### src/rtl/multicycle_controller_if.sv
// multicycle_controller_if: decoded instruction fields in, datapath controls out
interface multicycle_controller_if;
  logic [6:0] op_code;
  logic [2:0] funct3;
  logic [6:0] funct7;
  logic       Zero;
  logic       adr_src;
  logic       mem_write;
  logic       IR_write;
  logic       reg_write;
  logic       PC_write;
  logic [1:0] result_src;
  logic [1:0] alu_src_a;
  logic [1:0] alu_src_b;
  logic [2:0] imm_src;
  logic [2:0] alu_control;
  logic       illegal_instr;
  logic       instr_retired;
  modport master (
    input  op_code, funct3, funct7, Zero,
    output adr_src, mem_write, IR_write, reg_write, PC_write, result_src,
           alu_src_a, alu_src_b, imm_src, alu_control, illegal_instr, instr_retired
  );
  modport slave (
    output op_code, funct3, funct7, Zero,
    input  adr_src, mem_write, IR_write, reg_write, PC_write, result_src,
           alu_src_a, alu_src_b, imm_src, alu_control, illegal_instr, instr_retired
  );
endinterface

### src/rtl/multicycle_controller.sv
// multicycle_controller: RV32I multicycle FSM sequencing datapath enables and mux selects
module multicycle_controller #(
  parameter int READ_WAIT = 1
) (
  input logic clk,
  input logic reset,
  multicycle_controller_if.master bus
);
  localparam int CW = $clog2(READ_WAIT + 1);
  localparam logic [CW-1:0] LAST = CW'(READ_WAIT - 1);
  localparam logic [3:0] FETCH     = 4'd0;
  localparam logic [3:0] FETCH_IR  = 4'd1;
  localparam logic [3:0] DECODE    = 4'd2;
  localparam logic [3:0] MEM_ADR   = 4'd3;
  localparam logic [3:0] MEM_READ  = 4'd4;
  localparam logic [3:0] MEM_WAIT  = 4'd5;
  localparam logic [3:0] MEM_WRITE = 4'd6;
  localparam logic [3:0] MEM_WB    = 4'd7;
  localparam logic [3:0] EXEC_R    = 4'd8;
  localparam logic [3:0] EXEC_I    = 4'd9;
  localparam logic [3:0] ALU_WB    = 4'd10;
  localparam logic [3:0] BRANCH    = 4'd11;
  localparam logic [3:0] JAL       = 4'd12;
  localparam logic [3:0] JALR_CALC = 4'd13;
  localparam logic [3:0] JALR_JUMP = 4'd14;
  localparam logic [6:0] OP_LOAD   = 7'b0000011;
  localparam logic [6:0] OP_STORE  = 7'b0100011;
  localparam logic [6:0] OP_R      = 7'b0110011;
  localparam logic [6:0] OP_I      = 7'b0010011;
  localparam logic [6:0] OP_BRANCH = 7'b1100011;
  localparam logic [6:0] OP_JAL    = 7'b1101111;
  localparam logic [6:0] OP_JALR   = 7'b1100111;
  localparam logic [6:0] OP_AUIPC  = 7'b0010111;
  logic [3:0]    state_q, state_d;
  logic [CW-1:0] cnt_q, cnt_d;
  logic          f3_ok, r_ok, legal;
  logic [2:0]    alu_op, dec_imm, mem_imm;
  always_comb begin
    f3_ok = bus.funct3 inside {3'b000, 3'b111, 3'b110, 3'b100, 3'b010};
    r_ok = f3_ok && (bus.funct7 == 7'b0 || (bus.funct7 == 7'b0100000 && bus.funct3 == 3'b000));
    legal = (bus.op_code inside {OP_LOAD, OP_STORE, OP_JAL, OP_JALR, OP_AUIPC}) ||
            (bus.op_code == OP_R && r_ok) || (bus.op_code == OP_I && f3_ok) ||
            (bus.op_code == OP_BRANCH && bus.funct3[2:1] == 2'b00);
    // op_code[5] separates R-type from I-type, so SUB never applies to addi
    alu_op = bus.funct3 == 3'b000 ? {2'b00, bus.op_code[5] & bus.funct7[5]} :
             bus.funct3 == 3'b111 ? 3'b010 :
             bus.funct3 == 3'b110 ? 3'b011 :
             bus.funct3 == 3'b100 ? 3'b100 :
             bus.funct3 == 3'b010 ? 3'b101 : 3'b000;
    dec_imm = bus.op_code == OP_BRANCH ? 3'b010 :
              bus.op_code == OP_JAL    ? 3'b011 :
              bus.op_code == OP_AUIPC  ? 3'b100 :
              bus.op_code == OP_STORE  ? 3'b001 : 3'b000;
    mem_imm = bus.op_code[5] ? 3'b001 : 3'b000;
  end
  always_comb begin
    state_d = state_q;
    cnt_d = '0;
    case (state_q)
      FETCH: begin
        state_d = cnt_q == LAST ? FETCH_IR : FETCH;
        cnt_d = cnt_q == LAST ? '0 : cnt_q + 1'b1;
      end
      FETCH_IR: state_d = DECODE;
      DECODE: state_d = !legal ? FETCH :
                        bus.op_code inside {OP_LOAD, OP_STORE} ? MEM_ADR :
                        bus.op_code == OP_R      ? EXEC_R :
                        bus.op_code == OP_I      ? EXEC_I :
                        bus.op_code == OP_BRANCH ? BRANCH :
                        bus.op_code == OP_JAL    ? JAL :
                        bus.op_code == OP_JALR   ? JALR_CALC : ALU_WB;
      MEM_ADR: state_d = bus.op_code[5] ? MEM_WRITE : MEM_READ;
      MEM_READ: state_d = MEM_WAIT;
      MEM_WAIT: begin
        state_d = cnt_q == LAST ? MEM_WB : MEM_WAIT;
        cnt_d = cnt_q == LAST ? '0 : cnt_q + 1'b1;
      end
      EXEC_R, EXEC_I, JAL, JALR_JUMP: state_d = ALU_WB;
      JALR_CALC: state_d = JALR_JUMP;
      default: state_d = FETCH;
    endcase
  end
  always_ff @(posedge clk) begin
    if (!reset) begin
      state_q <= FETCH;
      cnt_q <= '0;
    end else begin
      state_q <= state_d;
      cnt_q <= cnt_d;
    end
  end
  // Outputs stay at their zero defaults while reset is held low
  always_comb begin
    bus.adr_src = 1'b0;
    bus.mem_write = 1'b0;
    bus.IR_write = 1'b0;
    bus.reg_write = 1'b0;
    bus.PC_write = 1'b0;
    bus.result_src = 2'b00;
    bus.alu_src_a = 2'b00;
    bus.alu_src_b = 2'b00;
    bus.imm_src = 3'b000;
    bus.alu_control = 3'b000;
    bus.illegal_instr = 1'b0;
    bus.instr_retired = 1'b0;
    if (reset) begin
      case (state_q)
        FETCH_IR: begin
          bus.IR_write = 1'b1;
          bus.alu_src_b = 2'b10;
          bus.result_src = 2'b10;
          bus.PC_write = 1'b1;
        end
        DECODE: begin
          bus.alu_src_a = 2'b01;
          bus.alu_src_b = 2'b01;
          bus.imm_src = dec_imm;
          bus.illegal_instr = !legal;
        end
        MEM_ADR, MEM_READ, MEM_WAIT, MEM_WRITE: begin
          bus.alu_src_a = 2'b10;
          bus.alu_src_b = 2'b01;
          bus.imm_src = mem_imm;
          bus.adr_src = state_q != MEM_ADR;
          bus.mem_write = state_q == MEM_WRITE;
          bus.instr_retired = state_q == MEM_WRITE;
        end
        MEM_WB: begin
          bus.result_src = 2'b01;
          bus.reg_write = 1'b1;
          bus.instr_retired = 1'b1;
        end
        EXEC_R, EXEC_I: begin
          bus.alu_src_a = 2'b10;
          bus.alu_src_b = state_q == EXEC_I ? 2'b01 : 2'b00;
          bus.alu_control = alu_op;
        end
        ALU_WB: begin
          bus.reg_write = 1'b1;
          bus.instr_retired = 1'b1;
        end
        BRANCH: begin
          bus.alu_src_a = 2'b10;
          bus.alu_control = 3'b001;
          bus.PC_write = bus.funct3[0] ? !bus.Zero : bus.Zero;
          bus.instr_retired = 1'b1;
        end
        JAL, JALR_JUMP: begin
          bus.alu_src_a = 2'b01;
          bus.alu_src_b = 2'b10;
          bus.PC_write = 1'b1;
        end
        JALR_CALC: begin
          bus.alu_src_a = 2'b10;
          bus.alu_src_b = 2'b01;
        end
        default: ;
      endcase
    end
  end
endmodule
### src/flat_wrapper.sv
// flat-port wrapper written by rule: the top's interface ports become plain ports
module multicycle_controller_flat 
#(
  parameter int READ_WAIT = 1
)
  (clk, reset, bus_op_code, bus_funct3, bus_funct7, bus_Zero, bus_adr_src, bus_mem_write, bus_IR_write, bus_reg_write, bus_PC_write, bus_result_src, bus_alu_src_a, bus_alu_src_b, bus_imm_src, bus_alu_control, bus_illegal_instr, bus_instr_retired);
  multicycle_controller_if bus_i ();
  input logic clk;
  input logic reset;
  input wire logic [$bits(bus_i.op_code)-1:0] bus_op_code;
  input wire logic [$bits(bus_i.funct3)-1:0] bus_funct3;
  input wire logic [$bits(bus_i.funct7)-1:0] bus_funct7;
  input wire logic [$bits(bus_i.Zero)-1:0] bus_Zero;
  output wire logic [$bits(bus_i.adr_src)-1:0] bus_adr_src;
  output wire logic [$bits(bus_i.mem_write)-1:0] bus_mem_write;
  output wire logic [$bits(bus_i.IR_write)-1:0] bus_IR_write;
  output wire logic [$bits(bus_i.reg_write)-1:0] bus_reg_write;
  output wire logic [$bits(bus_i.PC_write)-1:0] bus_PC_write;
  output wire logic [$bits(bus_i.result_src)-1:0] bus_result_src;
  output wire logic [$bits(bus_i.alu_src_a)-1:0] bus_alu_src_a;
  output wire logic [$bits(bus_i.alu_src_b)-1:0] bus_alu_src_b;
  output wire logic [$bits(bus_i.imm_src)-1:0] bus_imm_src;
  output wire logic [$bits(bus_i.alu_control)-1:0] bus_alu_control;
  output wire logic [$bits(bus_i.illegal_instr)-1:0] bus_illegal_instr;
  output wire logic [$bits(bus_i.instr_retired)-1:0] bus_instr_retired;
  assign bus_i.op_code = bus_op_code;
  assign bus_i.funct3 = bus_funct3;
  assign bus_i.funct7 = bus_funct7;
  assign bus_i.Zero = bus_Zero;
  assign bus_adr_src = bus_i.adr_src;
  assign bus_mem_write = bus_i.mem_write;
  assign bus_IR_write = bus_i.IR_write;
  assign bus_reg_write = bus_i.reg_write;
  assign bus_PC_write = bus_i.PC_write;
  assign bus_result_src = bus_i.result_src;
  assign bus_alu_src_a = bus_i.alu_src_a;
  assign bus_alu_src_b = bus_i.alu_src_b;
  assign bus_imm_src = bus_i.imm_src;
  assign bus_alu_control = bus_i.alu_control;
  assign bus_illegal_instr = bus_i.illegal_instr;
  assign bus_instr_retired = bus_i.instr_retired;
  multicycle_controller #(.READ_WAIT(READ_WAIT)) u_core (.clk(clk), .reset(reset), .bus(bus_i));
endmodule
### config.mk
export PLATFORM = sky130hd
export DESIGN_NAME = multicycle_controller_flat
export DESIGN_NICKNAME = d
export VERILOG_FILES = /design/src/rtl/multicycle_controller_if.sv /design/src/rtl/multicycle_controller.sv /design/src/flat_wrapper.sv
export SDC_FILE = /design/constraint.sdc
export NUM_CORES = 1
export LEC_CHECK = 0
export ABC_CLOCK_PERIOD_IN_PS = 2900
export CORE_MARGIN = 5
export CORE_UTILIZATION = 33
export DETAILED_ROUTE_END_ITERATION = 8
export PLACE_DENSITY = 0.74
export SYNTH_ARGS = -nofsm -noshare
export SYNTH_HDL_FRONTEND = slang
export SYNTH_SLANG_ARGS = --single-unit
export TNS_END_PERCENT = 20
### constraint.sdc
create_clock -name clk -period 2.9 [get_ports clk]
set_input_delay 0.87 -clock clk [delete_from_list [all_inputs] [get_ports clk]]
set_output_delay 0.87 -clock clk [all_outputs]
set_load 0.02 [all_outputs]
==> results.md <==
* Main synth FF type: dfxtp_1
* First-pass GRT wire length at 4.36 mm
* Cell family with most CP delay: simple AND/OR/NAND/NOR gates
* Drt pass-1 iters at 4
* Max VDD drop at about 0.00018 V
* Clock Path Buffers at 2
* Hold Crit Class: flop to flop
* Status: finished, violations left
* Area leader, netlist: dfxtp_1
* Global route overflow at 0
* Final hold vios at 0
* Syn Nets at 126
* CTS tree: done
* Fillers at 200
* Largest net degree at the start of global routing at 19
* Initial Util at between 30% and 40%
* RSZ-0062 raised after global routing: yes
* Layout Utilization at between 60% and 70%
* TritonCTS Sinks at 5
* FF-to-FF End: u_core.state_q[3]
* Warnings, synthesis at 0
* DRT met1 WL at 1.05 mm
* Placer Congestion at about 0.91
* WS Path Type: primary input to primary output
* WHS Endpoint: u_core.state_q[0]
* Crit-path cells: buf_8 -> or4b_4 -> o22a_2 -> o211a_1 -> nor2b_4 -> buf_6
* Initial antenna violation count at 0
* Post-route DRC at 0
* Commonest cells after routing, fill and taps aside: buf_4, dlygate4sd2_1, nor2_1, buf_2
* Hold Path Origin: u_core.cnt_q
* Yosys cell types at 44
* Worst Path Buf+Inv at 2
* Slowest-stage cell, CP: or4b_4
* #FFs+latches synth at 5
* # nets final at around 190
* Reg2reg start: u_core.state_q[2]
* DR WL met2 at between 1 and 1.5 mm
* Flop2flop setup slack at about 1.4 ns
* Hold Buf Count CTS at 0
* DRT iter0 DRCs at 19
* Final period util at 103%
* Area contributors post-synth: dfxtp_1, nor2_1, nand3_1
* Total track usage at around 16%
* Placeable Area at between 2000 and 2500 um^2
* Routed wl met3 at 73 um
* Setup ws final at -0.0910 ns
* Die X at 56.8 um
* Crit path largest cell delay at 0.53 ns
* PwrDens at a little over 200 nW/um^2
* Worst EP arrival at approximately 2.1 ns
* Setup TNS at -0.0910 ns
* Vias at 998
* Tmin final at ~3.0 ns
* Die H at 56.8 um
* Violated checks: setup timing
* Psw at 84.7 uW
* Gate count of the mapped netlist at roughly 110
* Clk pin slew, worst setup/hold paths at 0.04 ns
* Top-level port count at 39
* Post-synth top area share at between 10% and 20%
* WHS at ~0.57 ns
* Gate power share at 42.0%
* Wire per inst at 13.1 um
* Sw Share at about a third
* Hold Path Stages at 3
* Critical Path End Type: primary output
* Clock power share at 30.8%
* Clock root buffer: clkbuf_4
* Max FO, Critical Path at 4
* # setup viols final at 1
* Seq/Total Area, Yosys at about 14%
* Sequential share of power at roughly 27%
* Internal power at around 180 uW
* Worst skew pair latency at 0.24 ns
* Vias in the first global route at 1010
* Final clock skew at around 0.0078 ns
* Post-Place Worst Slack at -0.900 ns
* ANT cells at 0
* Uppermost layer routed: met4
* WP data required at a little over 2 ns
* Leakage at about 0.64 nW
* Site Rows at 17
* Post-Route WL at roughly 2.5 mm
* Share of synthesized registers carrying an async set or reset at 0%
* Layout cell share with drive strength beyond 1 at between 30% and 40%
* Max cap viols at 0
* Area delta synth->final at 84.9%
* Vias per Instance at 5.20
* Reg2reg path depth at 5
* Die area at 3230 um^2
* Port Buffers at 38
* Total Power at approximately 270 uW
* HPWL Detailed at 1.95 mm
* Htree depth at 1
* Worst Setup Start Kind: primary input
* Syn_area_per_cell at between 6 and 7 um^2
* FMAX at around 0.33 GHz
* CTS Buf Count at 3
* Most common cell after layout, fill and taps aside: buf_4
* Pins Over Slew Limit at 0
* ANT nets after route at 0
* EDFF count, synth at 0
* Mapped Area at 723 um^2
area by class of cell:
| type | count | area (um^2) | share of cell area, % |
|---|---|---|---|
| multi-input combinational | 88 | 623 | 46.6 |
| timing repair buffer | 62 | 534 | 39.9 |
| sequential | 5 | 100 | 7.48 |
| tap | 28 | 35.0 | 2.62 |
| clock buffer | 4 | 26.3 | 1.96 |
| inverter | 5 | 18.8 | 1.40 |
stage by stage:
stage | cell area, um^2 | instances
CTS | 1260 | 190
detailed placement | 1260 | 185
floorplan | 723 | 106
global placement | 1260 | 185
finish | 1340 | 192
global route | 1340 | 192
per-layer routing:
metal,GRT usage (%),vias up
met2,31.7,24
met3,2.76,2
li1,-,509
met4,4.30,0
met5,0,-
met1,17.9,463
power by group through the flow:
stage               combinational (mW)  sequential (mW)  clock [mW]
floorplan                       0.0448           0.0739           0
global placement                 0.109           0.0744           0
detailed placement               0.111           0.0744           0
CTS                              0.107           0.0732      0.0826
global route                     0.124           0.0732      0.0950
finish                           0.113           0.0732      0.0831
tightest hold or removal path, stage by stage (launching register included):
cell	delay, ns
dfxtp_1	0.32
nor2_1	0.08
o21ai_0	0.09
o31ai_2	0.06
what timing repair did:
item	in CTS	in global routing
gates resized for setup	84	25
setup buffers	1	1
setup endpoints to repair	19	14
pin swaps	5	8
cloned	0	1
worst max-delay path by stage:
stage                               from                 to  depth (start not counted)
final                     bus_op_code[3]  bus_illegal_instr                          6
after global routing      bus_op_code[3]  bus_illegal_instr                          6
after global placement    bus_op_code[2]  bus_illegal_instr                          6
after detailed placement  bus_op_code[2]  bus_illegal_instr                          6
after floorplan           bus_op_code[2]  bus_illegal_instr                          4
after CTS                 bus_op_code[5]  bus_illegal_instr                          6
Yosys cell counts, types with 2 or more instances:
cell and instances:
a21oi_1 4, a31oi_1 2, and2_1 2, and3_1 4, clkbuf_1 6, dfxtp_1 5, inv_1 5, nand2_1 6
nand2b_1 3, nand3_1 6, nand3b_1 2, nor2_1 9, nor3_1 6, nor3b_1 4, nor4_1 2, o21a_1 3
o21ai_0 5, o311a_1 2, o31ai_1 2, xnor2_1 3, xor2_1 2
flip-flops by register name (all words and copies together), names as in the netlist:
| signal | cells |
|---|---|
| u_core.cnt_q | 1 |
| u_core.state_q | 4 |
kinds of logic (layout without fill, tap and decap cells):
kind of cell,after synthesis,after routing,synth area share [%]
simple gates,53,53,41.9
compound gates,28,28,29.1
flops,5,5,13.8
mux,1,1,1.38
other cells,1,1,0.519
buf+inv,13,71,7.27
xor+xnor,5,5,6.06
(Power assumes the default switching activity.)
